[src/rtl/rtc_timekeeper_if.sv]
// rtc_timekeeper_if
// Bundles the control, time-load, DST and display signals of the real-time
// clock core. The clock and reset are not part of the bundle.
//   master : the controller side (drives run/mode/load/DST requests, reads time)
//   slave  : the rtc_timekeeper core
// Signals:
//   run_en, mode_12h, set_valid, set_hr/min/sec, dst_fwd, dst_back : master -> slave
//   set_ack, set_err, hr, min, sec, sub, disp_hr, pm,
//   sec_pulse, min_pulse, day_pulse, disp_time                     : slave -> master
interface rtc_timekeeper_if #(
  parameter int SUB_W = 10
);
  logic             run_en;
  logic             mode_12h;
  logic             set_valid;
  logic [4:0]       set_hr;
  logic [5:0]       set_min;
  logic [5:0]       set_sec;
  logic             set_ack;
  logic             set_err;
  logic             dst_fwd;
  logic             dst_back;
  logic [4:0]       hr;
  logic [5:0]       min;
  logic [5:0]       sec;
  logic [SUB_W-1:0] sub;
  logic [4:0]       disp_hr;
  logic             pm;
  logic             sec_pulse;
  logic             min_pulse;
  logic             day_pulse;
  logic [16+SUB_W:0] disp_time;

  modport master (
    output run_en, mode_12h, set_valid, set_hr, set_min, set_sec, dst_fwd, dst_back,
    input  set_ack, set_err, hr, min, sec, sub, disp_hr, pm,
           sec_pulse, min_pulse, day_pulse, disp_time
  );

  modport slave (
    input  run_en, mode_12h, set_valid, set_hr, set_min, set_sec, dst_fwd, dst_back,
    output set_ack, set_err, hr, min, sec, sub, disp_hr, pm,
           sec_pulse, min_pulse, day_pulse, disp_time
  );
endinterface

[src/rtl/rtc_timekeeper.sv]
// rtc_timekeeper
// Real-time clock core counting hours/minutes/seconds/sub-second ticks in the
// kh_clk domain, with run/hold, validated time load, one-shot DST hour
// adjustment, 12/24 h display decode and rollover strobes.
// Ports:
//   kh_clk  : timebase clock, one tick per cycle while running
//   reset   : asynchronous, active-high, clears all time state and strobes
//   bus     : rtc_timekeeper_if.slave (control inputs, time/display outputs)
// Parameters:
//   TICKS_PER_SEC : kh_clk cycles per second (>= 2)
//   SUB_W         : sub-second counter width, 2**SUB_W >= TICKS_PER_SEC
module rtc_timekeeper #(
  parameter int TICKS_PER_SEC = 1000,
  parameter int SUB_W         = 10
) (
  input logic             kh_clk,
  input logic             reset,
  rtc_timekeeper_if.slave bus
);

  localparam logic [SUB_W-1:0] SUB_LAST = SUB_W'(TICKS_PER_SEC - 1);
  localparam logic [SUB_W-1:0] SUB_ONE  = SUB_W'(1);

  // Hour arithmetic wraps modulo 24.
  function automatic logic [4:0] hr_add1(input logic [4:0] h);
    return (h == 5'd23) ? 5'd0 : h + 5'd1;
  endfunction

  function automatic logic [4:0] hr_sub1(input logic [4:0] h);
    return (h == 5'd0) ? 5'd23 : h - 5'd1;
  endfunction

  // 12 h display maps 0 -> 12 and 13..23 -> 1..11.
  function automatic logic [4:0] disp_hour(input logic [4:0] h, input logic m12);
    logic [4:0] d;
    d = h;
    if (m12) begin
      if (h == 5'd0)      d = 5'd12;
      else if (h > 5'd12) d = h - 5'd12;
    end
    return d;
  endfunction

  logic [4:0]       hr_p0;
  logic [5:0]       min_p0;
  logic [5:0]       sec_p0;
  logic [SUB_W-1:0] sub_p0;
  logic             sec_pulse_p0, min_pulse_p0, day_pulse_p0;
  logic             set_ack_p0, set_err_p0;
  logic             mode_p0;

  logic [4:0]       hr_nxt, hr_inc;
  logic [5:0]       min_nxt, sec_nxt;
  logic [SUB_W-1:0] sub_nxt;
  logic             sub_wrap, sec_wrap, min_wrap, day_wrap, load_ok;
  logic             sec_pulse_nxt, min_pulse_nxt, day_pulse_nxt;
  logic             set_ack_nxt, set_err_nxt;

  always_comb begin
    // Carry chain of the natural increment; everything collapses when held.
    sub_wrap = bus.run_en && (sub_p0 == SUB_LAST);
    sec_wrap = sub_wrap && (sec_p0 == 6'd59);
    min_wrap = sec_wrap && (min_p0 == 6'd59);
    day_wrap = min_wrap && (hr_p0 == 5'd23);
    load_ok  = bus.set_valid && (bus.set_hr <= 5'd23) &&
               (bus.set_min <= 6'd59) && (bus.set_sec <= 6'd59);
    hr_inc   = min_wrap ? hr_add1(hr_p0) : hr_p0;

    hr_nxt        = hr_p0;
    min_nxt       = min_p0;
    sec_nxt       = sec_p0;
    sub_nxt       = sub_p0;
    sec_pulse_nxt = 1'b0;
    min_pulse_nxt = 1'b0;
    day_pulse_nxt = 1'b0;
    set_ack_nxt   = 1'b0;
    set_err_nxt   = bus.set_valid && !load_ok;

    if (load_ok) begin
      // An accepted load overrides increment and DST in the same cycle.
      hr_nxt      = bus.set_hr;
      min_nxt     = bus.set_min;
      sec_nxt     = bus.set_sec;
      sub_nxt     = '0;
      set_ack_nxt = 1'b1;
    end else begin
      if (bus.run_en) sub_nxt = sub_wrap ? '0 : sub_p0 + SUB_ONE;
      if (sub_wrap)   sec_nxt = sec_wrap ? 6'd0 : sec_p0 + 6'd1;
      if (sec_wrap)   min_nxt = min_wrap ? 6'd0 : min_p0 + 6'd1;
      // DST acts on the already-incremented hour; both requests cancel.
      hr_nxt = hr_inc;
      if (bus.dst_fwd && !bus.dst_back)      hr_nxt = hr_add1(hr_inc);
      else if (bus.dst_back && !bus.dst_fwd) hr_nxt = hr_sub1(hr_inc);
      sec_pulse_nxt = sub_wrap;
      min_pulse_nxt = sec_wrap;
      day_pulse_nxt = day_wrap;
    end
  end

  // Stage p0: time state, strobes and handshake responses
  always_ff @(posedge kh_clk or posedge reset) begin
    if (reset) begin
      hr_p0        <= '0;
      min_p0       <= '0;
      sec_p0       <= '0;
      sub_p0       <= '0;
      sec_pulse_p0 <= 1'b0;
      min_pulse_p0 <= 1'b0;
      day_pulse_p0 <= 1'b0;
      set_ack_p0   <= 1'b0;
      set_err_p0   <= 1'b0;
    end else begin
      hr_p0        <= hr_nxt;
      min_p0       <= min_nxt;
      sec_p0       <= sec_nxt;
      sub_p0       <= sub_nxt;
      sec_pulse_p0 <= sec_pulse_nxt;
      min_pulse_p0 <= min_pulse_nxt;
      day_pulse_p0 <= day_pulse_nxt;
      set_ack_p0   <= set_ack_nxt;
      set_err_p0   <= set_err_nxt;
    end
  end

  // Display mode is sampled even during reset so the reset-time display
  // already reflects the selected format (hour 0 shows as 12 in 12 h mode).
  always_ff @(posedge kh_clk) begin
    mode_p0 <= bus.mode_12h;
  end

  assign bus.hr        = hr_p0;
  assign bus.min       = min_p0;
  assign bus.sec       = sec_p0;
  assign bus.sub       = sub_p0;
  assign bus.disp_hr   = disp_hour(hr_p0, mode_p0);
  assign bus.pm        = (hr_p0 >= 5'd12);
  assign bus.disp_time = {disp_hour(hr_p0, mode_p0), min_p0, sec_p0, sub_p0};
  assign bus.sec_pulse = sec_pulse_p0;
  assign bus.min_pulse = min_pulse_p0;
  assign bus.day_pulse = day_pulse_p0;
  assign bus.set_ack   = set_ack_p0;
  assign bus.set_err   = set_err_p0;

endmodule

[src/flat_wrapper.sv]
// flat-port wrapper written by rule: the top's interface ports become plain ports
module rtc_timekeeper_flat 
#(
  parameter int TICKS_PER_SEC = 1000,
  parameter int SUB_W         = 10
)
  (kh_clk, reset, bus_run_en, bus_mode_12h, bus_set_valid, bus_set_hr, bus_set_min, bus_set_sec, bus_dst_fwd, bus_dst_back, bus_set_ack, bus_set_err, bus_hr, bus_min, bus_sec, bus_sub, bus_disp_hr, bus_pm, bus_sec_pulse, bus_min_pulse, bus_day_pulse, bus_disp_time);
  rtc_timekeeper_if #(.SUB_W(SUB_W)) bus_i ();
  input logic kh_clk;
  input logic reset;
  input wire logic [$bits(bus_i.run_en)-1:0] bus_run_en;
  input wire logic [$bits(bus_i.mode_12h)-1:0] bus_mode_12h;
  input wire logic [$bits(bus_i.set_valid)-1:0] bus_set_valid;
  input wire logic [$bits(bus_i.set_hr)-1:0] bus_set_hr;
  input wire logic [$bits(bus_i.set_min)-1:0] bus_set_min;
  input wire logic [$bits(bus_i.set_sec)-1:0] bus_set_sec;
  input wire logic [$bits(bus_i.dst_fwd)-1:0] bus_dst_fwd;
  input wire logic [$bits(bus_i.dst_back)-1:0] bus_dst_back;
  output wire logic [$bits(bus_i.set_ack)-1:0] bus_set_ack;
  output wire logic [$bits(bus_i.set_err)-1:0] bus_set_err;
  output wire logic [$bits(bus_i.hr)-1:0] bus_hr;
  output wire logic [$bits(bus_i.min)-1:0] bus_min;
  output wire logic [$bits(bus_i.sec)-1:0] bus_sec;
  output wire logic [$bits(bus_i.sub)-1:0] bus_sub;
  output wire logic [$bits(bus_i.disp_hr)-1:0] bus_disp_hr;
  output wire logic [$bits(bus_i.pm)-1:0] bus_pm;
  output wire logic [$bits(bus_i.sec_pulse)-1:0] bus_sec_pulse;
  output wire logic [$bits(bus_i.min_pulse)-1:0] bus_min_pulse;
  output wire logic [$bits(bus_i.day_pulse)-1:0] bus_day_pulse;
  output wire logic [$bits(bus_i.disp_time)-1:0] bus_disp_time;
  assign bus_i.run_en = bus_run_en;
  assign bus_i.mode_12h = bus_mode_12h;
  assign bus_i.set_valid = bus_set_valid;
  assign bus_i.set_hr = bus_set_hr;
  assign bus_i.set_min = bus_set_min;
  assign bus_i.set_sec = bus_set_sec;
  assign bus_i.dst_fwd = bus_dst_fwd;
  assign bus_i.dst_back = bus_dst_back;
  assign bus_set_ack = bus_i.set_ack;
  assign bus_set_err = bus_i.set_err;
  assign bus_hr = bus_i.hr;
  assign bus_min = bus_i.min;
  assign bus_sec = bus_i.sec;
  assign bus_sub = bus_i.sub;
  assign bus_disp_hr = bus_i.disp_hr;
  assign bus_pm = bus_i.pm;
  assign bus_sec_pulse = bus_i.sec_pulse;
  assign bus_min_pulse = bus_i.min_pulse;
  assign bus_day_pulse = bus_i.day_pulse;
  assign bus_disp_time = bus_i.disp_time;
  rtc_timekeeper #(.TICKS_PER_SEC(TICKS_PER_SEC), .SUB_W(SUB_W)) u_core (.kh_clk(kh_clk), .reset(reset), .bus(bus_i));
endmodule
[config.mk]
export PLATFORM = sky130hd
export DESIGN_NAME = rtc_timekeeper_flat
export DESIGN_NICKNAME = d
export VERILOG_FILES = /design/src/rtl/rtc_timekeeper_if.sv /design/src/rtl/rtc_timekeeper.sv /design/src/flat_wrapper.sv
export SDC_FILE = /design/constraint.sdc
export NUM_CORES = 1
export LEC_CHECK = 0
export BUFFER_PORTS_ARGS = -buffer_cell sky130_fd_sc_hd__buf_2
export CAP_MARGIN = 10
export CORE_MARGIN = 2
export CORE_UTILIZATION = 50
export CTS_CLUSTER_SIZE = 20
export DETAILED_ROUTE_END_ITERATION = 10
export GPL_TIMING_DRIVEN = 0
export PLACE_DENSITY = 0.8
export REMOVE_ABC_BUFFERS = 1
export SLEW_MARGIN = 0
export SYNTH_ARGS = -nofsm -noshare
export SYNTH_HDL_FRONTEND = slang
export SYNTH_SLANG_ARGS = --single-unit
[constraint.sdc]
create_clock -name kh_clk -period 3.75 [get_ports kh_clk]
set_clock_uncertainty 0.15 [all_clocks]
set_input_delay 0.375 -clock kh_clk [delete_from_list [all_inputs] [get_ports kh_clk]]
set_output_delay 0.375 -clock kh_clk [all_outputs]
set_load 0.05 [all_outputs]
== Word-level counts from Yosys, hierarchy flattened ==
Cells that the tools add are included.
Widths: inputs -> output; s select.
Cells by class
  eq/ne operators: 5
  reductions and logical operators: 18
  add/subtract/negate cells: 7
  magnitude comparators: 5
  mux-type cells: 23
Operator list (count)
  $mux 5: 10
  $mux 6: 6
  $mux 10: 3
  $add 6x1->6 const B: 2
  $eq 6x6->1 const B: 2
  $le 6x6->1 const B: 2
  $add 10x1->10 const B: 1
  $add 5x1->5 const B: 2
  $eq 10x10->1 const B: 1
  $eq 5x5->1 const B: 2
  $logic_and 1x1->1: 10
  $logic_not 5->1: 2
  $reduce_bool 2->1: 3
  $ge 5x4->1 const B: 1
  $gt 5x4->1 const B: 1
  $le 5x5->1 const B: 1
  $sub 5x1->5 const B: 1
  $sub 5x4->5 const B: 1
  $mux 1: 4
  $logic_not 1->1: 3
Word-level totals
  bits in registers: 33
  output and inout port bits: 65
  input port bits: 24
  logic and storage cells: 68

== Logic depth before layout (Yosys ltp) ==
  word-level depth: 10
  mapped depth: 12
  gate-level depth less buffers: 11

== Least setup slack after synthesis ==
No wires, ideal clock.
  path type: reg-to-output
  from: register u_core.hr_p0[3] (netlist: u_core.bus.hr[3])
  to: output bus_disp_time[25]
  stages on the path, launching flop included: 7
  path buffers: 1
  arrival: 2.989 ns
  required time: 3.225 ns
  slack: 0.236 ns
  cell sequence: dfrtp_1 -> ha_1 -> a21oi_1 -> o21ai_0 -> nor2_1 -> o21ai_0 -> buf_4
Between the ends
  word-level cells in the longest chain between the ends: 4
  elaborated cells on any way between the ends: 6
  classes of those cells: add/sub: 1; order compare: 1; mux: 3; reduce/logical: 1
RTL lines
  start, declared: RTL line rtc_timekeeper.sv:44  | logic [4:0] hr_p0;
  start signal, assigned: RTL line rtc_timekeeper.sv:113  | hr_p0 <= hr_nxt;
  $sub 5x4->5 or $gt 5x4->1 (tied branches)
  $mux 5 (2 in a row)
  $mux 5 *
  end, declared: RTL line flat_wrapper.sv:30  | output wire logic [$bits(bus_i.disp_time)-1:0] bus_disp_time;
Every way passes the cells marked *; elsewhere a longest branch is shown, timed or not.

== Worst setup path after layout ==
  from: register u_core.sub_p0[0] (netlist: u_core.bus.sub[0])
  to: register u_core.hr_p0[4] (netlist: u_core.bus.hr[4])
Between the ends
  word-level cells in the longest chain between the ends: 10
  elaborated cells on any way between the ends: 14
  classes of those cells: add/sub: 2; eq/ne: 2; mux: 6; reduce/logical: 4
RTL lines
  start, declared: RTL line rtc_timekeeper.sv:47  | logic [SUB_W-1:0] sub_p0;
  start signal, assigned: RTL line rtc_timekeeper.sv:116  | sub_p0 <= sub_nxt;
  $eq 10x10->1 *: RTL line rtc_timekeeper.sv:61  | sub_wrap = bus.run_en && (sub_p0 == SUB_LAST);
  $logic_and 1x1->1 *: RTL line rtc_timekeeper.sv:61
  $logic_and 1x1->1 *: RTL line rtc_timekeeper.sv:62  | sec_wrap = sub_wrap && (sec_p0 == 6'd59);
  $logic_and 1x1->1 *: RTL line rtc_timekeeper.sv:63  | min_wrap = sec_wrap && (min_p0 == 6'd59);
  $mux 5 *: RTL line rtc_timekeeper.sv:67  | hr_inc = min_wrap ? hr_add1(hr_p0) : hr_p0;
  $sub 5x1->5 or $logic_not 5->1 (tied branches): RTL line rtc_timekeeper.sv:30  | return (h == 5'd0) ? 5'd23 : h - 5'd1;
  $mux 5: RTL line rtc_timekeeper.sv:30
  $mux 5: RTL line rtc_timekeeper.sv:93  | else if (bus.dst_back && !bus.dst_fwd) hr_nxt = hr_sub1(hr_inc);
  $mux 5 *: RTL line rtc_timekeeper.sv:92  | if (bus.dst_fwd && !bus.dst_back) hr_nxt = hr_add1(hr_inc);
  $mux 5 *: RTL line rtc_timekeeper.sv:79  | if (load_ok) begin
  named net u_core.hr_nxt[4]: RTL line rtc_timekeeper.sv:52  | logic [4:0] hr_nxt, hr_inc;
Mark *: on every way through the listed nets, which the timed path passes. The rest lies on a longest branch.
A chain may end at the register's enable or synchronous reset.

==> flow_metrics.py <==
metrics = {
    "routing": {
        "drtAntennaViolNets": 0,
        "vias": 2395,
        "drt-initial-drc-count": 198,
        "dr.pass1.iters": 4,
        "routed_wirelength_mm": 5.95,
        "avgViaCountPerCell": 5.54,
        "wl_per_cell_um": 13.8,
        "drc": 0,
    },
    "finish": {
        "drive_above_1_share_pct": 28.8,
        "mostFrequentLayoutCell": "buf_2",
        "fillers": 464,
        "n_antenna_cell": 0,
        "multi_input_area_sq_um": 1360,
        "fin_nets": 397,
        "design_area_sq_um": 2900,
        "mostFrequentLayoutCells": "buf_2, nand2_1, dfrtp_1, nor2_1, a21oi_1",
        "seqCellArea_sq_um": 821,
        "area_delta_synth_final_pct": 17.1,
    },
    "yosys": {
        "synth-simple-area-share_pct": 28.5,
        "synthArstFlopShare_pct": 97.0,
        "synth-edff-count": 0,
        "syn-cell-area_sq_um": 2480,
        "synth_seq_area_share_pct": 33.1,
        "syn-instance-count": 306,
        "yosysTopAreaCell": "dfrtp_1",
        "synth_mux_area_share_pct": 2.22,
        "yosys.area_share.adder_pct": 4.54,
        "synth.distinct_cells": 53,
        "synth-xor-area-share_pct": 2.12,
        "yosys_warnings": 0,
        "synth_top_family_by_area": "simple AND/OR/NAND/NOR gates",
        "synth_top_area_share_pct": 32.3,
        "ys_top_cells_by_area": "dfrtp_1, buf_4, nand2_1",
        "syn_avg_cell_area_sq_um": 8.10,
        "synth_seq_cells": 33,
        "synth_compound_area_share_pct": 17.4,
        "ys.flop_type": "dfrtp_1",
    },
    "die": {
        "num_rows": 25,
        "start_util_pct": 52.1,
        "io_pins": 89,
        "die-area_sq_um": 5540,
        "coreArea_sq_um": 4750,
        "die_w_um": 74.4,
        "die_h_um": 74.4,
    },
    "clock_network": {
        "cts_tree": "built",
        "cts_buffer_depth": 2,
        "numCtsBuffers": 5,
        "cts_setup_buffers": 0,
        "cts_sinks": 33,
        "cts_root_buf": "clkbuf_8",
        "htree_levels": 2,
        "insertion_delay_ps": 290,
        "clkTransAtPathRegs_ps": 70,
    },
    "power": {
        "powerDensity_nw_per_um2": 541,
        "irDropWorstVdd_v": 0.000210,
        "p_leak_uw": 0.00142,
    },
    "critical_path": {
        "critical_path.top_delay_family": "simple AND/OR/NAND/NOR gates",
        "crit_top_cell": "ha_1",
        "worstSetupPathType": "flip-flop to flip-flop",
        "cp.arrival_ps": 3240,
        "rr_endpoint": "u_core.bus.hr[4]",
        "cp_num_buf_inv": 1,
        "r2r_cells": 11,
        "cp-start-kind": "flip-flop",
        "cp_slowest_cell": "or3_1",
        "critical_path.max_fanout": 11,
        "crit_chain": "ha_1 -> nand3_1 -> or3_1 -> nor3_2 -> a21oi_1 -> inv_1 -> ha_1 -> nand2_1 -> nor3b_1 -> o21ai_0 -> a31oi_1",
        "r2r_start": "u_core.bus.sub[0]",
        "rrSetupSlack_ps": 560,
        "slowest_delay_ps": 590,
        "endpoint_kind": "flip-flop",
        "worstPathRequired_ps": 3800,
    },
    "sta": {
        "finalCritPeriodShare_pct": 85.0,
        "tightestPinTransition_ps": 910,
        "timing.final.ws_setup_ps": 562,
        "fmaxAchievable_mhz": 314,
        "setup_violations": 0,
        "rsz0062_at_grt": "false",
        "drv_slew": 0,
        "maxSlewHeadroom_pct": 39.3,
        "min_period_ps": 3190,
        "finalHoldViolations": 0,
    },
    "global_routing": {
        "antenna_found_initial": 0,
        "grt_max_degree": 33,
        "grt_pass1_wl_mm": 9.36,
        "grt_usage_pct": 21.9,
        "grt_overflow": 0,
        "first_global_vias": 2069,
    },
    "place": {
        "placed_cell_area_sq_um": 2740,
        "io_buffers": 88,
        "place.gp.congestion": 0.811,
        "dp_hpwl_mm": 4.32,
        "pre_cts_slack_ps": 260,
    },
    "job": {
        "drv_cap": 0,
    },
    "hold_path": {
        "hold_path_depth": 1,
        "hold_start": "bus_mode_12h",
        "hold_end": "u_core.mode_p0",
        "hold_class": "primary input to flip-flop",
    },
    "outcome": {
        "status": "complete, no violations",
    },
}
## cells by family after synthesis
family / Yosys count
and+or+nand+nor: 134
AOI/OAI and AO/OA: 69
buffers and inverters: 50
DFF: 33
adders and majority gates: 9
xor gates and xnor gates: 6
muxes: 5
## power breakdown
group,switching (uW),leakage [uW],internal [uW]
combinational,562,0.000958,189
sequential,68.0,0.000410,393
clock,142,0.0000574,216
## layer usage
| layer | up-vias | share of wire (%) | track usage (%) |
|---|---|---|---|
| met5 | - | 0 | 0 |
| met4 | 0 | 0.82 | 7.34 |
| met3 | 2 | 5.5 | 4.88 |
| met2 | 77 | 47 | 33.9 |
| met1 | 1129 | 47 | 30.5 |
| li1 | 1187 | - | - |
## sequential cells by signal, summed over array words and instances, names as in the netlist, 5 cells and up
register / count
u_core.bus.hr: 5
u_core.bus.min: 6
u_core.bus.sec: 6
u_core.bus.sub: 10
## worst max-delay path by stage
stage                      start               end  slack (ps)  depth (start not counted)
2_1_floorplan   u_core.bus.hr[3]    bus_disp_hr[3]        -350                          5
4_1_cts        u_core.bus.sub[0]  u_core.bus.hr[3]         240                          8
6_report       u_core.bus.sub[0]  u_core.bus.hr[4]         560                         11
3_5_place_dp   u_core.bus.sub[0]  u_core.bus.hr[3]         260                          8
5_1_grt        u_core.bus.sub[0]  u_core.bus.hr[4]         250                         11
3_3_place_gp   u_core.bus.sub[0]  u_core.bus.hr[3]         260                          8
## cell type report
class,count,share of cell area (%)
Timing Repair Buffer,91,16.6
Sequential cell,33,28.3
Clock buffer,6,2.84
Tap cell,67,2.89
Clock inverter,2,1.29
Multi-Input combinational cell,223,46.8
Inverter,10,1.29
## metrics by stage
stage	cells	TNS, ps	total power, uW	hold WS, ps	utilization, %
global route	432	0	1650	26.8	61.1
detailed placement	421	0	1210	331	57.6
CTS	429	0	1570	29.2	60.2
finish	432	0	1570	32.9	61.1
floorplan	266	-1320	1040	253	-
global placement	421	0	1200	330	57.6
## repair_timing
item | 4_1_cts | 5_1_grt
hold buffers | 0 | 1
endpoints found under the hold margin | 0 | 10
resized for setup | 0 | 0
## cells in the mapped netlist, drive strengths merged (2+ instances only)
library cell	instances
nand2	34
buf	32
dfrtp	32
nor2	24
a21oi	23
o21ai	20
nand3	15
a31oi	11
nor3	11
inv	10
and3	9
ha	9
nand4	9
clkbuf	8
or3	6
mux2i	4
nand2b	4
nor2b	4
xnor2	4
or4	3
a21boi	2
a22oi	2
and4	2
nand3b	2
nand4b	2
nor4	2
xor2	2
(Power assumes the default switching activity.)
